===== config.mk =====
export PLATFORM = sky130hd
export DESIGN_NAME = user_wb_slave_flat
export DESIGN_NICKNAME = d
export VERILOG_FILES = /design/src/rtl/user_wb_pkg.sv /design/src/rtl/user_wb_if.sv /design/src/rtl/wb_byte_reg.sv /design/src/rtl/user_wb_slave.sv /design/src/flat_wrapper.sv
export SDC_FILE = /design/constraint.sdc
export NUM_CORES = 1
export LEC_CHECK = 0
export CAP_MARGIN = 40
export CORE_ASPECT_RATIO = 1.75
export CORE_UTILIZATION = 55
export CTS_CLUSTER_SIZE = 8
export DETAILED_ROUTE_END_ITERATION = 10
export GPL_TIMING_DRIVEN = 0
export PLACE_DENSITY = 0.82
export SETUP_SLACK_MARGIN = 0.05
export SKIP_CTS_REPAIR_TIMING = 1
export SYNTH_ARGS = -nofsm -noshare
export SYNTH_HDL_FRONTEND = slang
export SYNTH_SLANG_ARGS = --single-unit

===== constraint.sdc =====
create_clock -name wb_clk_i -period 3.1 [get_ports wb_clk_i]
set_clock_uncertainty 0.05 [all_clocks]
set_input_delay 0.31 -clock wb_clk_i [delete_from_list [all_inputs] [get_ports wb_clk_i]]
set_output_delay 0.31 -clock wb_clk_i [all_outputs]
set_load 0.02 [all_outputs]

===== src/rtl/user_wb_pkg.sv =====
// Shared constants for the user-area Wishbone register slave.
// Register offsets are byte offsets within the 256-byte window.
package user_wb_pkg;

    localparam logic [31:0] DEF_BASE_ADDR = 32'h3000_0000;
    localparam logic [31:0] DEF_ID_VALUE  = 32'h5052_4553;

    localparam logic [7:0] REG_ID       = 8'h00;
    localparam logic [7:0] REG_CTRL     = 8'h04;
    localparam logic [7:0] REG_OUT      = 8'h08;
    localparam logic [7:0] REG_IN       = 8'h0C;
    localparam logic [7:0] REG_SCRATCH0 = 8'h10;
    localparam logic [7:0] REG_SCRATCH1 = 8'h14;
    localparam logic [7:0] REG_SCRATCH2 = 8'h18;
    localparam logic [7:0] REG_SCRATCH3 = 8'h1C;
    localparam logic [7:0] REG_CNT      = 8'h20;

    localparam int CTRL_DONE_BIT = 0;

    localparam int NUM_SCRATCH = 4;

endpackage


===== src/rtl/user_wb_if.sv =====
// Wishbone-classic slave port bundle as seen from the management SoC.
interface user_wb_if;

    logic        wbs_cyc_i;
    logic        wbs_stb_i;
    logic        wbs_we_i;
    logic [3:0]  wbs_sel_i;
    logic [31:0] wbs_adr_i;
    logic [31:0] wbs_dat_i;
    logic        wbs_ack_o;
    logic [31:0] wbs_dat_o;

    modport master (
        output wbs_cyc_i, wbs_stb_i, wbs_we_i, wbs_sel_i, wbs_adr_i, wbs_dat_i,
        input  wbs_ack_o, wbs_dat_o
    );

    modport slave (
        input  wbs_cyc_i, wbs_stb_i, wbs_we_i, wbs_sel_i, wbs_adr_i, wbs_dat_i,
        output wbs_ack_o, wbs_dat_o
    );

endinterface


===== src/rtl/wb_byte_reg.sv =====
// 32-bit register with per-byte write enables; synchronous reset to zero.
module wb_byte_reg (
    input  logic        clk,
    input  logic        rst,
    input  logic        we,
    input  logic [3:0]  sel,
    input  logic [31:0] d,
    output logic [31:0] q
);

    always_ff @(posedge clk) begin
        if (rst) begin
            q <= '0;
        end else if (we) begin
            for (int b = 0; b < 4; b++) begin
                if (sel[b]) q[b*8 +: 8] <= d[b*8 +: 8];
            end
        end
    end

endmodule


===== src/rtl/user_wb_slave.sv =====
// Wishbone-classic register slave: ID, CTRL, OUT, IN, SCRATCH0..3, CNT.
// One-cycle registered ack; CTRL.done drives mprj_io[10].
module user_wb_slave
    import user_wb_pkg::*;
#(
    parameter logic [31:0] BASE_ADDR = DEF_BASE_ADDR,
    parameter logic [31:0] ID_VALUE  = DEF_ID_VALUE
) (
    input  logic          wb_clk_i,
    input  logic          wb_rst_i,
    user_wb_if.slave      wbs,
    input  logic [37:0]   io_in,
    output logic [37:0]   io_out,
    output logic [37:0]   io_oeb
);

    logic        hit;
    logic        xfer;
    logic        wr;
    logic [7:0]  offset;
    logic        scratch_hit;
    logic [1:0]  scratch_idx;
    logic [31:0] rdata;
    logic        ctrl_done;
    logic [31:0] cnt;
    logic [31:0] out_q;
    logic [31:0] scratch_q [NUM_SCRATCH];
    logic        unused_bits;

    assign hit    = wbs.wbs_cyc_i && wbs.wbs_stb_i &&
                    (wbs.wbs_adr_i[31:8] == BASE_ADDR[31:8]);
    // Only accept when ack is low so every transfer gets a single-cycle ack.
    assign xfer   = hit && !wbs.wbs_ack_o;
    assign wr     = xfer && wbs.wbs_we_i;
    assign offset = {wbs.wbs_adr_i[7:2], 2'b00};

    assign scratch_hit = (offset[7:4] == REG_SCRATCH0[7:4]);
    assign scratch_idx = offset[3:2];

    wb_byte_reg u_out_reg (
        .clk (wb_clk_i),
        .rst (wb_rst_i),
        .we  (wr && (offset == REG_OUT)),
        .sel (wbs.wbs_sel_i),
        .d   (wbs.wbs_dat_i),
        .q   (out_q)
    );

    for (genvar i = 0; i < NUM_SCRATCH; i++) begin : g_scratch
        wb_byte_reg u_scratch_reg (
            .clk (wb_clk_i),
            .rst (wb_rst_i),
            .we  (wr && scratch_hit && (scratch_idx == 2'(i))),
            .sel (wbs.wbs_sel_i),
            .d   (wbs.wbs_dat_i),
            .q   (scratch_q[i])
        );
    end

    always_comb begin
        rdata = '0;
        if (scratch_hit) begin
            rdata = scratch_q[scratch_idx];
        end else begin
            case (offset)
                REG_ID:   rdata = ID_VALUE;
                REG_CTRL: rdata = {31'b0, ctrl_done};
                REG_OUT:  rdata = out_q;
                REG_IN:   rdata = io_in[31:0];
                REG_CNT:  rdata = cnt;
                default:  rdata = '0;
            endcase
        end
    end

    always_ff @(posedge wb_clk_i) begin
        if (wb_rst_i) begin
            ctrl_done <= 1'b0;
        end else if (wr && (offset == REG_CTRL) && wbs.wbs_sel_i[0]) begin
            ctrl_done <= wbs.wbs_dat_i[CTRL_DONE_BIT];
        end
    end

    always_ff @(posedge wb_clk_i) begin
        if (wb_rst_i) cnt <= '0;
        else          cnt <= cnt + 32'd1;
    end

    // Read data only updates with a fresh ack and otherwise holds.
    always_ff @(posedge wb_clk_i) begin
        if (wb_rst_i) begin
            wbs.wbs_ack_o <= 1'b0;
            wbs.wbs_dat_o <= '0;
        end else begin
            wbs.wbs_ack_o <= xfer;
            if (xfer) wbs.wbs_dat_o <= rdata;
        end
    end

    assign io_out = {out_q[26:0], ctrl_done, 10'b0};
    assign io_oeb = {28'b0, 10'h3FF};

    assign unused_bits = ^{wbs.wbs_adr_i[1:0], io_in[37:32], out_q[31:27]};

endmodule


===== src/flat_wrapper.sv =====
// flat-port wrapper written by rule: the top's interface ports become plain ports
module user_wb_slave_flat import user_wb_pkg::*;
#(
    parameter logic [31:0] BASE_ADDR = DEF_BASE_ADDR,
    parameter logic [31:0] ID_VALUE  = DEF_ID_VALUE
)
  (wb_clk_i, wb_rst_i, io_in, io_out, io_oeb, wbs_wbs_cyc_i, wbs_wbs_stb_i, wbs_wbs_we_i, wbs_wbs_sel_i, wbs_wbs_adr_i, wbs_wbs_dat_i, wbs_wbs_ack_o, wbs_wbs_dat_o);
  user_wb_if wbs_i ();
  input  logic wb_clk_i;
  input  logic wb_rst_i;
  input  logic [37:0] io_in;
  output logic [37:0] io_out;
  output logic [37:0] io_oeb;
  input wire logic [$bits(wbs_i.wbs_cyc_i)-1:0] wbs_wbs_cyc_i;
  input wire logic [$bits(wbs_i.wbs_stb_i)-1:0] wbs_wbs_stb_i;
  input wire logic [$bits(wbs_i.wbs_we_i)-1:0] wbs_wbs_we_i;
  input wire logic [$bits(wbs_i.wbs_sel_i)-1:0] wbs_wbs_sel_i;
  input wire logic [$bits(wbs_i.wbs_adr_i)-1:0] wbs_wbs_adr_i;
  input wire logic [$bits(wbs_i.wbs_dat_i)-1:0] wbs_wbs_dat_i;
  output wire logic [$bits(wbs_i.wbs_ack_o)-1:0] wbs_wbs_ack_o;
  output wire logic [$bits(wbs_i.wbs_dat_o)-1:0] wbs_wbs_dat_o;
  assign wbs_i.wbs_cyc_i = wbs_wbs_cyc_i;
  assign wbs_i.wbs_stb_i = wbs_wbs_stb_i;
  assign wbs_i.wbs_we_i = wbs_wbs_we_i;
  assign wbs_i.wbs_sel_i = wbs_wbs_sel_i;
  assign wbs_i.wbs_adr_i = wbs_wbs_adr_i;
  assign wbs_i.wbs_dat_i = wbs_wbs_dat_i;
  assign wbs_wbs_ack_o = wbs_i.wbs_ack_o;
  assign wbs_wbs_dat_o = wbs_i.wbs_dat_o;
  user_wb_slave #(.BASE_ADDR(BASE_ADDR), .ID_VALUE(ID_VALUE)) u_core (.wb_clk_i(wb_clk_i), .wb_rst_i(wb_rst_i), .wbs(wbs_i), .io_in(io_in), .io_out(io_out), .io_oeb(io_oeb));
endmodule

==> impl_metrics.json <==
{
  "outcome": "completed",
  "grt_max_degree": 11,
  "p_comb_frac": 0.074,
  "dp_hpwl_mm": 24.41,
  "clock_tree.root_cell": "clkbuf_16",
  "io_buffers": 160,
  "insertion_delay_ns": 0.49,
  "die_h_um": 187.5,
  "syn_to_final_growth_pct": 27.58,
  "die_area_um2": 20260,
  "drtAntennaViolNets": 0,
  "post-route-period-util": 0.8643,
  "finalSetupTns_ns": 0,
  "final_common_cell": "nor2_1",
  "internal-power_w": 0.005103,
  "worst-path-stages": 7,
  "htreeDepth": 2,
  "io-pin-count": 220,
  "hold_end": "u_core.wbs.wbs_dat_o[7]",
  "synthDistinctLibCells": 45,
  "finalSetupViolCount": 0,
  "synth_edf_count": 0,
  "die_x_um": 108.0,
  "wl_mm": 33.35,
  "grt_overflow_total": 0,
  "antenna_found_initial": 0,
  "gp_congestion": 0.9430,
  "postLayoutCoreUtil": 0.7190,
  "row_count": 67,
  "cts_buffers": 34,
  "final.min_clock_period_ns": 2.679,
  "yosysWarnings": 0,
  "leakagePower_nw": 6.312,
  "switchingPower_w": 0.001509,
  "start_util": 0.5636,
  "power_frac_clock": 0.485,
  "via_count": 9387,
  "crit_fanout": 10,
  "cts.clk_slew.worst_paths_ns": 0.05,
  "grt_pass1_wl_mm": 50.95,
  "power_density_nw_per_um2": 479.0,
  "num-fill-cells": 1422,
  "critPathMaxStageDelay_ns": 0.55,
  "tritoncts": "done",
  "fp.coreArea_um2": 19200,
  "ff2ff_setup_slack_ns": 0.65,
  "diodes": 0,
  "maxCapViolCount": 0,
  "startpoint": "wbs_wbs_adr_i[4]",
  "critical_path_arrival_ns": 2.96,
  "fin_nets": 1469,
  "hold_path_depth": 2,
  "crit_slowest_cell": "clkdlybuf4s50_1",
  "min_path_type": "flop to flop",
  "grt_pass1_vias": 9602,
  "syn_area_um2": 10820,
  "timing.rr.end": "u_core.cnt[31]",
  "p_sw_frac": 0.2283,
  "clkSinkCount": 226,
  "ys.flop_type": "dfxtp_1",
  "postSynthAreaPerCell_um2": 9.712,
  "min-delay-start": "u_core.wbs.wbs_dat_o[7]",
  "cpLargestDelayFamily": "simple AND/OR/NAND/NOR gates",
  "start_kind": "input port",
  "drt_iter0_markers": 638,
  "layout-drive-gt1-share": 0.1436,
  "path_buf_inv": 2,
  "cpMostUsedCell": "nor2_1",
  "path_class": "input port to flop",
  "slew_headroom": 0.4027,
  "seqPwrFrac": 0.442,
  "fmax_mhz": 373.2,
  "drc": 0,
  "crit_required_ns": 3.38,
  "post_drt_wl_per_cell_um": 20.86,
  "crit_path_end_kind": "flop",
  "grt_use_total": 0.3297,
  "vias_per_cell": 5.871,
  "async_flop_share": 0,
  "hold_violations": 0,
  "path_cells": "clkdlybuf4s50_1, or4_1, nor2_1, buf_4, nand4_2, mux2i_1, nor2_1",
  "yosysSeqAreaShare": 0.4182,
  "ir_drop_uv": 368.6,
  "final_cell_mix": "nor2_1, dfxtp_1, mux2i_1, clkdlybuf4s50_1, buf_4",
  "drtPass1Iterations": 6,
  "synth-seq-cells": 226,
  "r2r_cells": 6,
  "worstReg2RegStart": "u_core.cnt[10]",
  "rsz0062_at_grt": "false",
  "drv_slew": 0,
  "clock_path_buffers": 3,
  "tightestPinTransition_ns": 0.8885,
  "postSynthCellCount": 1114
}
## cells by family (layout without fill, tap and decap cells)
kind of cell               Yosys count  after routing  share of synthesized area
DFF                                226            226                     0.4182
adders and majority gates            1              1                   0.001156
xor gates and xnor gates            27             27                    0.02186
AOI/OAI and AO/OA                   90             90                    0.05991
buffers and inverters              151            349                    0.08153
and+or+nand+nor                    406            406                     0.1832
other                                2             48                  0.0006941
muxes                              211            211                     0.2335
## how the worst max path moves through the flow
| stage | slack (ns) | to |
|---|---|---|
| after floorplan | 0.95 | u_core.g_scratch[0].u_scratch_reg.q[0] |
| after global routing | 0.32 | u_core.u_out_reg.q[30] |
| after detailed placement | 0.05 | u_core.wbs.wbs_dat_o[2] |
| final | 0.42 | u_core.u_out_reg.q[30] |
| after global placement | 0.05 | u_core.wbs.wbs_dat_o[0] |
| after CTS | 0.48 | u_core.u_out_reg.q[30] |
## per-stage QoR
step | hold slack, ns | power (W) | instance area, um2 | instances | worst slack, ns
6_report | 0.3974 | 0.006612 | 13800 | 1599 | 0.4205
5_1_grt | 0.4277 | 0.006753 | 13800 | 1599 | 0.3194
4_1_cts | 0.4017 | 0.006599 | 13800 | 1599 | 0.4763
3_5_place_dp | 0.3954 | 0.003448 | 12910 | 1562 | 0.04821
3_3_place_gp | 0.3875 | 0.003444 | 12890 | 1561 | 0.05396
2_1_floorplan | 0.3914 | 0.003210 | 10990 | 1160 | 0.9532
## cell usage after synthesis, types with 2 or more instances
cell type | n | area (um2)
or3_1 | 3 | 18.77
buf_4 | 81 | 608.1
mux2i_1 | 168 | 1682
nand3_4 | 9 | 157.7
a211o_1 | 24 | 210.2
and4_1 | 4 | 35.03
mux2_2 | 11 | 123.9
dfxtp_1 | 226 | 4524
and2_1 | 3 | 18.77
buf_1 | 2 | 7.510
nand3_2 | 6 | 60.06
nand4_4 | 4 | 85.08
nor4_1 | 9 | 56.30
nand2_1 | 61 | 229.0
a31oi_1 | 7 | 43.79
inv_1 | 8 | 30.03
nand3_1 | 29 | 145.1
or4_1 | 3 | 22.52
xor2_1 | 22 | 192.7
conb_1 | 2 | 7.510
clkbuf_1 | 51 | 191.4
buf_2 | 9 | 45.04
nor3_1 | 14 | 70.07
a21oi_1 | 28 | 140.1
and3_1 | 2 | 12.51
a221oi_1 | 20 | 175.2
nand2b_1 | 2 | 12.51
o21ai_0 | 4 | 20.02
nand4_1 | 12 | 75.07
a32oi_1 | 4 | 35.03
mux4_2 | 32 | 720.7
nor2_1 | 237 | 889.6
xnor2_1 | 5 | 43.79
## registers in the layout (all words and copies together) (netlist names)
signal,cells
u_core.wbs.wbs_dat_o,32
u_core.u_out_reg.q,32
u_core.cnt,32
u_core.g_scratch.u_scratch_reg.q,128
u_core.ctrl_done,1
u_core.wbs.wbs_ack_o,1
## power by group through the flow
stage	combinational, W	sequential [W]	clock [W]
after detailed placement	0.000472	0.00298	0
after global placement	0.000468	0.00298	0
final	0.000486	0.00292	0.00321
after global routing	0.000510	0.00292	0.00333
after floorplan	0.000235	0.00297	0
after CTS	0.000476	0.00292	0.00320
## worst register-to-register path: cells and delay by family, from the launching register on
| family | cells | cell delay [ns] |
|---|---|---|
| flops | 1 | 0.30 |
| buf+inv | 1 | 0.27 |
| simple gates | 4 | 1.60 |
| compound gates | 1 | 0.15 |
## layout make-up
| class | instances | area [um2] | area share |
|---|---|---|---|
| inverter | 8 | 30.03 | 0.002175 |
| multi-input combinational | 783 | 5585 | 0.4046 |
| sequential | 226 | 4524 | 0.3278 |
| clock buffer | 35 | 875.8 | 0.06345 |
| buffer | 143 | 852.1 | 0.06173 |
| clock inverter | 2 | 17.52 | 0.001269 |
| tap | 241 | 301.5 | 0.02185 |
| timing repair buffer | 161 | 1617 | 0.1171 |
## layer usage
layer	GRT usage	vias up	part of all wire
li1	-	4254	-
met1	0.3595	4441	0.34
met2	0.5740	538	0.51
met3	0.05561	154	0.079
met4	0.2181	0	0.067
met5	0	-	0
Note: power is estimated with default switching activity, not from simulation.
